## config.mk

```make
export PLATFORM = sky130hd
export DESIGN_NAME = instr_fetch_unit_flat
export DESIGN_NICKNAME = d
export VERILOG_FILES = /design/src/rtl/ifu_pkg.sv /design/src/rtl/ifu_if.sv /design/src/rtl/ifu_out_stage.sv /design/src/rtl/instr_fetch_unit.sv /design/src/flat_wrapper.sv
export SDC_FILE = /design/constraint.sdc
export NUM_CORES = 1
export LEC_CHECK = 0
export BUFFER_PORTS_ARGS = -buffer_cell sky130_fd_sc_hd__buf_4
export CAP_MARGIN = 20
export CORE_MARGIN = 2
export CORE_UTILIZATION = 52
export CTS_BUF_LIST = sky130_fd_sc_hd__clkbuf_8
export CTS_CLUSTER_DIAMETER = 40
export DETAILED_ROUTE_END_ITERATION = 7
export GPL_ROUTABILITY_DRIVEN = 0
export PLACE_DENSITY = 0.95
export SLEW_MARGIN = 10
export SYNTH_ARGS = -nofsm -noshare
export SYNTH_HDL_FRONTEND = slang
export SYNTH_SLANG_ARGS = --single-unit
```

## constraint.sdc

```tcl
create_clock -name clk -period 4.1 [get_ports clk]
set_input_delay 0.205 -clock clk [delete_from_list [all_inputs] [get_ports clk]]
set_output_delay 0.205 -clock clk [all_outputs]
set_load 0.1 [all_outputs]
```

## src/rtl/ifu_pkg.sv

```systemverilog
// Shared types and constants for the instruction fetch unit.
// Also used by the optional zero-word stop feature (IFU_ZERO_STOP_EN).
package ifu_pkg;

  localparam int XLEN = 32;
  localparam logic [XLEN-1:0] PC_STEP    = 32'd4;
  localparam logic [XLEN-1:0] ALIGN_MASK = 32'hFFFF_FFFC;

  typedef enum logic [1:0] {
    IDLE  = 2'd0,
    RUN   = 2'd1,
    DRAIN = 2'd2,
    DONE  = 2'd3
  } ifu_state_e;

  function automatic logic [XLEN-1:0] word_align(input logic [XLEN-1:0] addr);
    return addr & ALIGN_MASK;
  endfunction

endpackage

```

## src/rtl/ifu_if.sv

```systemverilog
// Control, instruction-memory and decode-handshake signals of the fetch unit.
// The master side is the fetch unit; the slave side is its environment.
interface ifu_if;
  import ifu_pkg::*;

  logic            start;
  logic            redirect;
  logic [XLEN-1:0] redirect_pc;
  logic [XLEN-1:0] imem_addr;
  logic [XLEN-1:0] imem_rdata;
  logic            out_valid;
  logic            out_ready;
  logic [XLEN-1:0] out_instr;
  logic [XLEN-1:0] out_pc;
  logic            done;

  modport master (
    input  start, redirect, redirect_pc, imem_rdata, out_ready,
    output imem_addr, out_valid, out_instr, out_pc, done
  );

  modport slave (
    output start, redirect, redirect_pc, imem_rdata, out_ready,
    input  imem_addr, out_valid, out_instr, out_pc, done
  );

endinterface

```

## src/rtl/ifu_out_stage.sv

```systemverilog
// Valid/ready output register holding one fetched {pc, instr} pair for decode.
// Flush wins over load; an accepted entry clears unless a new one replaces it.
module ifu_out_stage
  import ifu_pkg::*;
(
  input  logic            clk,
  input  logic            rst,
  input  logic            i_load,
  input  logic            i_flush,
  input  logic            i_ready,
  input  logic [XLEN-1:0] i_instr,
  input  logic [XLEN-1:0] i_pc,
  output logic            o_valid,
  output logic [XLEN-1:0] o_instr,
  output logic [XLEN-1:0] o_pc,
  output logic            o_advance
);

  logic            r_valid;
  logic [XLEN-1:0] r_instr;
  logic [XLEN-1:0] r_pc;

  assign o_advance = !r_valid || i_ready;

  always_ff @(posedge clk or posedge rst) begin
    if (rst) begin
      r_valid <= 1'b0;
      r_instr <= '0;
      r_pc    <= '0;
    end else if (i_flush) begin
      r_valid <= 1'b0;
    end else if (i_load) begin
      r_valid <= 1'b1;
      r_instr <= i_instr;
      r_pc    <= i_pc;
    end else if (i_ready) begin
      r_valid <= 1'b0;
    end
  end

  assign o_valid = r_valid;
  assign o_instr = r_instr;
  assign o_pc    = r_pc;

endmodule

```

## src/rtl/instr_fetch_unit.sv

```systemverilog
// Instruction fetch unit: PC, IDLE/RUN/DRAIN/DONE sequencing and redirect handling.
// Define IFU_ZERO_STOP_EN to treat a fetched all-zero word as end of program.
module instr_fetch_unit
  import ifu_pkg::*;
#(
  parameter logic [XLEN-1:0] RESET_PC   = 32'h0,
  parameter int              IMEM_WORDS = 16
) (
  input logic   clk,
  input logic   rst,
  ifu_if.master ifu
);

  localparam logic [XLEN-1:0] PC_LIMIT = XLEN'(IMEM_WORDS * 4);

  ifu_state_e      r_state;
  ifu_state_e      w_state_next;
  logic [XLEN-1:0] r_pc;
  logic [XLEN-1:0] w_pc_next;
  logic            w_load;
  logic            w_flush;
  logic            w_advance;
  logic            w_stop;

`ifdef IFU_ZERO_STOP_EN
  assign w_stop = (r_pc >= PC_LIMIT) || (ifu.imem_rdata == '0);
`else
  assign w_stop = (r_pc >= PC_LIMIT);
`endif

  always_ff @(posedge clk or posedge rst) begin
    if (rst) begin
      r_state <= IDLE;
      r_pc    <= RESET_PC;
    end else begin
      r_state <= w_state_next;
      r_pc    <= w_pc_next;
    end
  end

  // Redirect outranks everything except while IDLE, where it is ignored.
  always_comb begin
    w_state_next = r_state;
    w_pc_next    = r_pc;
    w_load       = 1'b0;
    w_flush      = 1'b0;
    if (ifu.redirect && (r_state != IDLE)) begin
      w_flush      = 1'b1;
      w_pc_next    = word_align(ifu.redirect_pc);
      w_state_next = RUN;
    end else begin
      unique case (r_state)
        IDLE: begin
          if (ifu.start) w_state_next = RUN;
        end
        RUN: begin
          if (w_stop) begin
            w_state_next = DRAIN;
          end else if (w_advance) begin
            w_load    = 1'b1;
            w_pc_next = r_pc + PC_STEP;
          end
        end
        DRAIN: begin
          if (w_advance) w_state_next = DONE;
        end
        DONE: begin
          w_state_next = DONE;
        end
        default: w_state_next = IDLE;
      endcase
    end
  end

  ifu_out_stage u_out_stage (
    .clk       (clk),
    .rst       (rst),
    .i_load    (w_load),
    .i_flush   (w_flush),
    .i_ready   (ifu.out_ready),
    .i_instr   (ifu.imem_rdata),
    .i_pc      (r_pc),
    .o_valid   (ifu.out_valid),
    .o_instr   (ifu.out_instr),
    .o_pc      (ifu.out_pc),
    .o_advance (w_advance)
  );

  assign ifu.imem_addr = r_pc;
  assign ifu.done      = (r_state == DONE);

endmodule

```

## src/flat_wrapper.sv

```systemverilog
// flat-port wrapper written by rule: the top's interface ports become plain ports
module instr_fetch_unit_flat import ifu_pkg::*;
#(
  parameter logic [XLEN-1:0] RESET_PC   = 32'h0,
  parameter int              IMEM_WORDS = 16
)
  (clk, rst, ifu_start, ifu_redirect, ifu_redirect_pc, ifu_imem_rdata, ifu_out_ready, ifu_imem_addr, ifu_out_valid, ifu_out_instr, ifu_out_pc, ifu_done);
  ifu_if ifu_i ();
  input logic clk;
  input logic rst;
  input wire logic [$bits(ifu_i.start)-1:0] ifu_start;
  input wire logic [$bits(ifu_i.redirect)-1:0] ifu_redirect;
  input wire logic [$bits(ifu_i.redirect_pc)-1:0] ifu_redirect_pc;
  input wire logic [$bits(ifu_i.imem_rdata)-1:0] ifu_imem_rdata;
  input wire logic [$bits(ifu_i.out_ready)-1:0] ifu_out_ready;
  output wire logic [$bits(ifu_i.imem_addr)-1:0] ifu_imem_addr;
  output wire logic [$bits(ifu_i.out_valid)-1:0] ifu_out_valid;
  output wire logic [$bits(ifu_i.out_instr)-1:0] ifu_out_instr;
  output wire logic [$bits(ifu_i.out_pc)-1:0] ifu_out_pc;
  output wire logic [$bits(ifu_i.done)-1:0] ifu_done;
  assign ifu_i.start = ifu_start;
  assign ifu_i.redirect = ifu_redirect;
  assign ifu_i.redirect_pc = ifu_redirect_pc;
  assign ifu_i.imem_rdata = ifu_imem_rdata;
  assign ifu_i.out_ready = ifu_out_ready;
  assign ifu_imem_addr = ifu_i.imem_addr;
  assign ifu_out_valid = ifu_i.out_valid;
  assign ifu_out_instr = ifu_i.out_instr;
  assign ifu_out_pc = ifu_i.out_pc;
  assign ifu_done = ifu_i.done;
  instr_fetch_unit #(.RESET_PC(RESET_PC), .IMEM_WORDS(IMEM_WORDS)) u_core (.clk(clk), .rst(rst), .ifu(ifu_i));
endmodule
```

==> key figures, run 1 <==
Clock network
  • CTS tree: built
  • Maximum clock insertion buffer count: 2
  • Clk pin slew, worst setup/hold paths: 0.09 ns
  • Cts hold-fix bufs: 0
  • CTS HTree Levels: 3
  • CTS buffer count: 9
  • Post-CTS Setup Repair Bufs: 0
  • Clock sinks: 95
  • Later-pin clock latency in the skew report: 0.35 ns
  • Post-CTS sizing: 0
  • Cell chosen for the clock root: clkbuf_8

Status
  • Violated checks: hold timing
  • Status: finished, violations left

Synthesis
  • Largest cells by area after synthesis: dfrtp_1 (65%), mux2_1 (9.3%), nor2b_1 (4.6%)
  • Distinct cells, synth: 37
  • YS warnings: 0
  • Mean Syn Cell Area: 13.82 um^2
  • EDFF count, synth: 0
  • Register area share after synthesis: 65.16%
  • Synthesized area: 3648 um^2
  • Post-Synthesis Cells: 264
  • Largest area contributor in the netlist: dfrtp_1
  • Predominant post-synthesis flop cell: dfrtp_1
  • Async set or reset register ratio after synthesis: 100.0%
  • Synth top area share: 65.16%
  • Number of synthesized register bits: 95

Timing
  • Setup violations, final: 0
  • Tmin final: 2.633 ns
  • WHS: -0.005599 ns
  • Final critical-path share of the clock period: 64.22%
  • Hold Vio Cnt, Final: 2
  • Max-slew violations: 0
  • Fmax: 0.3798 GHz
  • Slew @ Worst Pin: 0.9464 ns
  • Unrepaired setup endpoints after global routing: false
  • Clock Skew: 0.01595 ns
  • Relative slew slack: 36.91%
  • Setup Total Neg Slack: 0 ns

Placement
  • DPL Wire Length: 6065 um
  • Buffers on Ports: 160
  • Placed cell areas: 4883 um^2

Finish
  • Area Growth Syn to Fin: 41.74%
  • Nets: 496
  • FF/Latch Area: 2377 um^2
  • Share of cells above drive strength 1: 44.19%
  • Antenna Cells: 0
  • Area of the multi-input gates: 1149 um^2
  • Fill count: 400
  • Finished Cell Area: 5171 um^2

Floorplan
  • Initial Util: 53.70%
  • Die ar.: 7703 um^2
  • Die width: 87.77 um
  • Cell Rows: 30
  • Number of I/O pins: 167
  • Core footprint: 6794 um^2
  • DIE HEIGHT: 87.77 um

Power
  • Peak VDD IR: 0.3859 mV
  • Pwr Density: 520.4 nW/um^2
  • Leakage: 2.745 nW

Drt
  • 1st-pass router iterations: 5
  • Vias: 2721
  • DR WL/cell: 16.44 um
  • Post-DR vias/cell: 5.173
  • DR iter-0 viols: 104
  • DRC: 0
  • Drt total wl: 8648 um
  • Antenna viol nets, final: 0

Setup path
  • CP max stage delay: 0.57 ns
  • Critical Path RT: 4.33 ns
  • Slowest CP cell: or4_1
  • Setup crit start kind: register
  • CP Capture Type: register
  • WP data arrival: 2.86 ns
  • Critical path peak fanout: 41
  • CP Class: register to register
  • Crit-path cells: or4_1, or3_4, nor4_4, buf_4, mux2_2

Global route
  • Initial antenna violation count: 0
  • Congestion Overflow GR: 0
  • Number of global-route vias before repair: 2710
  • Global-route wire length before repair: 13300 um
  • All-Layer GR Usage: 22.86%
  • Largest net degree at the start of global routing: 96

Min path
  • Worst min path class: input pin to asynchronous set/reset pin

Job
  • Max cap viols: 0
registers in the layout (all words and copies together) (netlist names):
| name | flops |
|---|---|
| u_core.ifu.imem_addr | 30 |
| u_core.u_out_stage.o_valid | 1 |
| u_core.u_out_stage.o_instr | 32 |
| u_core.u_out_stage.o_pc | 30 |
| u_core.r_state | 2 |
final cells by class:
cell class	instances	area share [%]
Clock inverter	6	2.565
Tap cell	96	2.323
Inverter	5	0.4597
Clock buffer	10	2.662
Multi-Input combinational cell	151	22.21
Timing Repair Buffer	163	23.81
Sequential cell	95	45.97
final timing paths:
kind	from	end	slack, ns	depth (start not counted)
min reg2reg	u_core.u_out_stage.o_instr[25]$_DFFE_PP0P_	u_core.u_out_stage.o_instr[25]$_DFFE_PP0P_	0.49	1
max	u_core.ifu.imem_addr[19]$_DFFE_PP0P_	u_core.u_out_stage.o_instr[31]$_DFFE_PP0P_	1.47	5
max reg2reg	u_core.ifu.imem_addr[19]$_DFFE_PP0P_	u_core.u_out_stage.o_instr[31]$_DFFE_PP0P_	1.47	5
min	rst	u_core.u_out_stage.o_instr[27]$_DFFE_PP0P_	-0.006	2
max in group asynchronous	rst	u_core.ifu.imem_addr[7]$_DFFE_PP0P_	3.53	2
min in group clk	ifu_redirect_pc[14]	u_core.ifu.imem_addr[14]$_DFFE_PP0P_	0.04	3
worst max-delay path: cells and delay by family, from the launching register on:
family | cells | cell delay (ns)
AND/OR/NAND/NOR | 3 | 1.22
buffers and inverters | 1 | 0.46
flip-flops | 1 | 0.41
multiplexers | 1 | 0.40
metal layers:
metal | share of wire (%) | vias up | global-route usage (%) | wire length (um)
met2 | 50 | 153 | 39.33 | 4331
met5 | 0 | - | 0 | 0
li1 | - | 1233 | - | -
met3 | 10 | 26 | 8.200 | 903
met1 | 37 | 1309 | 26.34 | 3227
met4 | 2.1 | 0 | 8.392 | 185
layout by cell type (no fill, tap or decap), drive strengths merged:
master and n:
buf 163, dfrtp 95, mux2 36, nor2b 27, nand2 23, a22o 19
clkbuf 10, inv 6, nor2 4, a21oi 4, conb 4, bufinv 4
nor4 4, or4 4, o21ai 4, nand2b 3, nand4 2, o41a 2
nand3 2, ha 2, or2 2, o21a 1, or3 1, nor3 1
a221o 1, mux2i 1, a32oi 1, and2 1, or3b 1, o32ai 1
clkinv 1
power breakdown:
part | internal (mW) | switching, mW
clock network | 0.482 | 0.309
logic | 0.183 | 0.646
registers | 1.01 | 0.0661
total | 1.67 | 1.02
per-stage QoR:
step	setup slack, ns	total power [mW]	util (%)	std cells
final	1.467	2.691	76.11	526
after global routing	1.363	2.785	76.11	526
after CTS	1.464	2.703	75.86	525
after detailed placement	1.486	1.911	71.88	509
after global placement	1.518	1.893	71.88	509
after floorplan	1.287	1.700	-	267
logic make-up after synthesis:
logic type	synth area share, %
other	0.1028
adders and majority gates	0.6858
muxes	11.39
DFF	65.16
buffers and inverters	3.909
and+or+nand+nor	11.52
AOI/OAI and AO/OA	7.236
Yosys cell counts (2+ instances only):
| cell type | number |
|---|---|
| nand3_1 | 2 |
| a21oi_1 | 4 |
| inv_1 | 5 |
| nor2_1 | 4 |
| or4_1 | 3 |
| nor2b_1 | 27 |
| buf_8 | 3 |
| nand2b_1 | 3 |
| ha_1 | 2 |
| o41a_1 | 2 |
| buf_4 | 5 |
| clkbuf_1 | 4 |
| o21ai_0 | 3 |
| nand4_1 | 2 |
| mux2_2 | 6 |
| buf_2 | 3 |
| a22o_1 | 19 |
| nor4_1 | 3 |
| mux2_1 | 30 |
| nand2_1 | 23 |
| dfrtp_1 | 95 |
No activity file was read; power rests on OpenSTA's default activity.
==> run 2: changes to the inputs <==
ABC_AREA = 1   (was unset)
CORE_UTILIZATION = 50   (was 52)
PLACE_DENSITY = 0.94   (was 0.95)
clock period = 2.61 ns   (was 4.1 ns; I/O delays follow)
==> run 2 against run 1 <==
  * The run now ends clean
  * Combinational power rose to 2.6 times the previous value
  * Fmax increased by 16%
  * Synthesized cell count up 79%
  * Critical path depth grew 3
  * Sequential power increased by 70%
  * Critical endpoint is now u_core.u_out_stage.o_instr[26]$_DFFE_PP0P_
==> key figures, run 2 <==
Clock network
  • Maximum clock insertion buffer count: 2
  • CTS HTree Levels: 3
  • Post-CTS sizing: 0
  • Clk pin slew, worst setup/hold paths: 0.10 ns
  • Cell chosen for the clock root: clkbuf_8
  • Later-pin clock latency in the skew report: 0.36 ns
  • CTS buffer count: 9
  • Cts hold-fix bufs: 25
  • Post-CTS Setup Repair Bufs: 0
  • CTS tree: built
  • Clock sinks: 95

Power
  • Pwr Density: 868.0 nW/um^2
  • Seq pwr share: 36.5%
  • Leakage: 3.415 nW
  • Combinational power share: 43.7%
  • Psw: 2.423 mW
  • Sw Ratio: 48.54%
  • Clock power share: 19.7%
  • P_int: 2.569 mW
  • Peak VDD IR: 0.9135 mV

Global route
  • Global-route wire length before repair: 17190 um
  • Largest net degree at the start of global routing: 96
  • Initial antenna violation count: 0
  • Number of global-route vias before repair: 3692
  • All-Layer GR Usage: 25.04%
  • Congestion Overflow GR: 0

Timing
  • Fmax: 0.4401 GHz
  • Max-slew violations: 0
  • Final critical-path share of the clock period: 87.05%
  • Setup Total Neg Slack: 0 ns
  • Unrepaired setup endpoints after global routing: false
  • Setup violations, final: 0
  • Relative slew slack: 53.27%
  • Hold Vio Cnt, Final: 0
  • Worst setup margin: 0.3380 ns
  • Clock Skew: 0.01516 ns
  • WHS: 0.02632 ns
  • Tmin final: 2.272 ns
  • Slew @ Worst Pin: 0.7010 ns

Finish
  • Most frequent cells in the layout: buf_4 (166), nand2_1 (154), dfrtp_1 (95)
  • Finished Cell Area: 5752 um^2
  • Final Util: 74.05%
  • Fill count: 540
  • Antenna Cells: 0
  • Nets: 725
  • Share of cells above drive strength 1: 28.83%
  • Area Growth Syn to Fin: 42.72%
  • Most common cell after layout, fill and taps aside: buf_4
  • Largest register FFs: 32

Drt
  • Drt total wl: 10640 um
  • Post-DR vias/cell: 4.967
  • 1st-pass router iterations: 5
  • DRC: 0
  • DR iter-0 viols: 174
  • Vias: 3780
  • DR WL/cell: 13.99 um
  • Antenna viol nets, final: 0

Placement
  • Buffers on Ports: 160
  • Pre-CTS WS: 0.3417 ns
  • DPL Wire Length: 7026 um
  • Placed cell areas: 5300 um^2

Synthesis
  • Number of synthesized register bits: 95
  • Predominant post-synthesis flop cell: dfrtp_1
  • Synthesized area: 4030 um^2
  • Async set or reset register ratio after synthesis: 100.0%
  • Largest cells by area after synthesis: dfrtp_1 (59%), nand2_1 (14%), inv_1 (7.7%)
  • Synth top area share: 58.99%
  • Distinct cells, synth: 23
  • Largest area contributor in the netlist: dfrtp_1
  • EDFF count, synth: 0
  • Post-Synthesis Cells: 473
  • Top cells by instance count after synthesis: nand2_1 (154), dfrtp_1 (95), inv_1 (83), nand3_1 (35), o21ai_0 (34)
  • Register area share after synthesis: 58.99%
  • Count leader, synth: nand2_1
  • Mean Syn Cell Area: 8.520 um^2
  • YS warnings: 0

Floorplan
  • Initial Util: 51.88%
  • Core footprint: 7767 um^2
  • DIE HEIGHT: 93.78 um
  • Die width: 93.78 um
  • Die ar.: 8795 um^2
  • Cell Rows: 32
  • Number of I/O pins: 167

Setup path
  • Critical Path RT: 2.88 ns
  • Critical path peak fanout: 77
  • R2R Path Start: u_core.ifu.imem_addr[26]$_DFFE_PP0P_
  • CP Class: register to register
  • CP Capture Type: register
  • WP data arrival: 2.54 ns
  • Setup crit start kind: register
  • CP Launch Point: u_core.ifu.imem_addr[26]$_DFFE_PP0P_

Min path
  • Worst min path class: input pin to register
  • Hold_sp: ifu_imem_rdata[0]

Job
  • Max cap viols: 0

Status
  • Status: finished clean
## run 2: per-stage QoR
step / total power [mW] / cells
finish: 4.993 / 761
global route: 5.218 / 761
CTS: 4.977 / 761
detailed placement: 3.968 / 720
global placement: 3.919 / 720
floorplan: 3.452 / 476
## run 2: critical path, cell delays in order (launching register included)
cell,delay [ns]
dfrtp_1,0.44
nor2_1,0.13
nand2_1,0.06
nor2_1,0.12
nand2_1,0.11
nor2_4,0.19
nand3_4,0.52
buf_4,0.43
o21ai_0,0.17
## run 2: per-layer routing
layer / share of wire (%) / wire length, um / vias to the layer above / track usage (%)
met5: 0 / 0 / - / 0
met4: 2.7 / 289 / 0 / 10.99
met3: 9.2 / 975 / 29 / 8.507
met2: 50 / 5357 / 202 / 42.38
met1: 38 / 4022 / 1766 / 28.83
li1: - / - / 1783 / -
## run 2: kinds of logic after synthesis
family                     synth area share [%]
AOI/OAI and AO/OA                         5.588
xor gates and xnor gates                 0.2174
adders and majority gates                0.6208
buffers and inverters                     11.30
DFF                                       58.99
other                                   0.09305
and+or+nand+nor                           23.19
## run 2: cell type report
| class | instances | area, um^2 | area share (%) |
|---|---|---|---|
| clock buffer | 9 | 123.9 | 2.154 |
| clock inverter | 7 | 77.57 | 1.349 |
| inverter | 83 | 312.8 | 5.438 |
| multi-input combinational | 273 | 1216 | 21.14 |
| sequential | 95 | 2377 | 41.33 |
| tap | 102 | 127.6 | 2.219 |
| timing repair buffer | 192 | 1516 | 26.36 |
## run 2: final timing paths
check	cells after the start	slack [ns]	end
worst min-delay path	3	0.03	u_core.u_out_stage.o_instr[0]$_DFFE_PP0P_
max in group asynchronous	4	1.80	u_core.u_out_stage.o_instr[0]$_DFFE_PP0P_
worst max register to register	8	0.34	u_core.u_out_stage.o_instr[26]$_DFFE_PP0P_
worst min register to register	2	0.48	u_core.u_out_stage.o_pc[23]$_DFFE_PP0P_
worst max-delay path	8	0.34	u_core.u_out_stage.o_instr[26]$_DFFE_PP0P_
min in group asynchronous	4	0.46	u_core.u_out_stage.o_instr[19]$_DFFE_PP0P_
## run 2: power by group through the flow
| stage | Sequential [mW] | Clock (mW) | Combinational, mW |
|---|---|---|---|
| 6_report | 1.82 | 0.986 | 2.18 |
| 5_1_grt | 1.84 | 1.08 | 2.29 |
| 4_1_cts | 1.81 | 1.00 | 2.16 |
| 3_5_place_dp | 1.84 | 0 | 2.13 |
| 3_3_place_gp | 1.83 | 0 | 2.09 |
| 2_1_floorplan | 2.93 | 0 | 0.518 |
==> run 3: changes to the inputs <==
ABC_AREA = unset   (was 1)
CORE_UTILIZATION = 48   (was 50)
PLACE_DENSITY = 0.93   (was 0.94)
==> run 3 against run 2 <==
  * Final cell count shrank 23%
  * Via count fell by 21%
  * Register-to-register slack lost 0.17 ns
  * Critical path type unchanged
  * Worst hold slack got worse by 0.012 ns
  * Fmax is 7.0% lower
  * Combinational power decreased by 37%
  * Cell area decreased by 0.98%
  * Utilization increased by 4.1 points
  * Clock skew fell by 0.0037 ns
==> key figures, run 3 (synthesis results as in run 1) <==
Timing
  • Unrepaired setup endpoints after global routing: false
  • Fmax: 0.4094 GHz
  • Tmin final: 2.443 ns
  • Hold Vio Cnt, Final: 0
  • Final critical-path share of the clock period: 93.59%
  • Slew @ Worst Pin: 0.6808 ns
  • Setup Total Neg Slack: 0 ns
  • Relative slew slack: 54.52%
  • Clock Skew: 0.01142 ns
  • Max-slew violations: 0
  • Setup violations, final: 0

Drt
  • DR iter-0 viols: 113
  • DRC: 0
  • 1st-pass router iterations: 5
  • Antenna viol nets, final: 0
  • Vias: 2969
  • DR WL/cell: 18.37 um
  • Drt total wl: 10780 um
  • Post-DR vias/cell: 5.058

Placement
  • Dpl cells: 516
  • Buffers on Ports: 160
  • DPL Wire Length: 6416 um

Clock network
  • Clock sinks: 95
  • Maximum clock insertion buffer count: 2
  • Later-pin clock latency in the skew report: 0.36 ns
  • CTS tree: built
  • Cell chosen for the clock root: clkbuf_8
  • CTS HTree Levels: 3
  • CTS buffer count: 9
  • Clk pin slew, worst setup/hold paths: 0.10 ns

Setup path
  • Flop-to-flop setup slack: 0.17 ns
  • CP max stage delay: 0.54 ns
  • WP data arrival: 2.69 ns
  • Family with the most delay on the worst path: simple AND/OR/NAND/NOR gates
  • Crit-path cells: or4_1, or3_4, nor4_4, buf_4, buf_6, mux2_1
  • CP Class: register to register
  • CP Capture Type: register
  • Buffers and inverters on the worst path: 2
  • Slowest CP cell: or4_1
  • Critical path peak fanout: 32
  • Setup crit start kind: register
  • Critical Path RT: 2.86 ns

Global route
  • Largest net degree at the start of global routing: 66
  • All-Layer GR Usage: 25.56%
  • Global route hottest layer: met2
  • M1 GR Usage: 32.10%
  • Congestion Overflow GR: 0
  • GRT met3 Usage: 5.892%
  • M2 GR Usage: 43.77%
  • Global-route wire length before repair: 16490 um
  • Initial antenna violation count: 0
  • Number of global-route vias before repair: 3056

Finish
  • Final Util: 78.11%
  • Antenna Cells: 0
  • Area Growth Syn to Fin: 56.10%
  • Largest register FFs: 32
  • Nets: 554
  • Finished Layout Cells: 587
  • Share of cells above drive strength 1: 42.62%
  • Most frequent cells in the layout: buf_4 (165), dfrtp_1 (83), dlygate4sd3_1 (52)
  • Most common cell after layout, fill and taps aside: buf_4

Min path
  • Worst min path class: input pin to register

Floorplan
  • Core footprint: 7292 um^2
  • Number of I/O pins: 167
  • Die width: 91.19 um
  • DIE HEIGHT: 91.19 um
  • Initial Util: 50.03%
  • Cell Rows: 31
  • Die ar.: 8315 um^2

Power
  • Total power: 3.955 mW
  • Leakage: 2.931 nW
  • Peak VDD IR: 0.4537 mV
  • Pwr Density: 694.4 nW/um^2

Status
  • Status: finished clean

Job
  • Max cap viols: 0
==> run 3: changes by cell type in the layout (fill, tap and decap cells not counted), sizes merged, moves of 27 or more <==
cell,change
nand2,-131
mux2,+36
nand3,-34
inv,-80
dlygate4sd3,+27
nor2b,+27
o21ai,-34
==> run 3: layer usage <==
| layer | routed length [um] | up-vias |
|---|---|---|
| li1 | - | 1346 |
| met1 | 4363 | 1464 |
| met2 | 5540 | 143 |
| met3 | 706 | 16 |
| met4 | 171 | 0 |
| met5 | 0 | - |
==> run 3: worst paths after layout <==
check,from,depth (start not counted),to
setup / recovery,u_core.ifu.imem_addr[30]$_DFFE_PP0P_,6,u_core.u_out_stage.o_instr[16]$_DFFE_PP0P_
hold / removal,ifu_imem_rdata[29],2,u_core.u_out_stage.o_instr[29]$_DFFE_PP0P_
setup reg to reg,u_core.ifu.imem_addr[30]$_DFFE_PP0P_,6,u_core.u_out_stage.o_instr[16]$_DFFE_PP0P_
hold reg to reg,u_core.u_out_stage.o_instr[4]$_DFFE_PP0P_,1,u_core.u_out_stage.o_instr[4]$_DFFE_PP0P_
max in group asynchronous,rst,4,u_core.ifu.imem_addr[23]$_DFFE_PP0P_
min in group asynchronous,rst,3,u_core.u_out_stage.o_instr[22]$_DFFE_PP0P_
==> run 3: what timing repair did <==
| item | CTS | global route |
|---|---|---|
| resized for setup | 0 | 1 |
| hold buffers | 50 | 2 |
| endpoints found under the hold margin | 80 | 2 |
| setup buffers | 0 | 1 |
| setup endpoints to repair | 0 | 4 |
==> run 3: where the power goes <==
group          switching (mW)  internal, mW
sequential              0.103          1.58
combinational            1.04         0.344
clock                   0.526         0.358
total                    1.67          2.29
==> run 3: cell type report <==
type                            instances  area, um^2
Inverter                                5       22.52
Fill cell                             439        1597
Clock buffer                            9       123.9
Tap cell                               99       123.9
Sequential cell                        95        2392
Multi-Input combinational cell        151        1149
Clock inverter                          7       57.56
Timing Repair Buffer                  221        1827
==> run 3: per-stage QoR <==
stage	hold slack (ns)	instance area, um^2	setup slack, ns
6_report	0.01466	5695	0.1674
5_1_grt	0.002142	5695	0.08268
4_1_cts	0.0001819	5640	0.1017
3_5_place_dp	0.2671	4959	0.1067
3_3_place_gp	0.2575	4959	0.1436
2_1_floorplan	0.1969	3687	0.005927
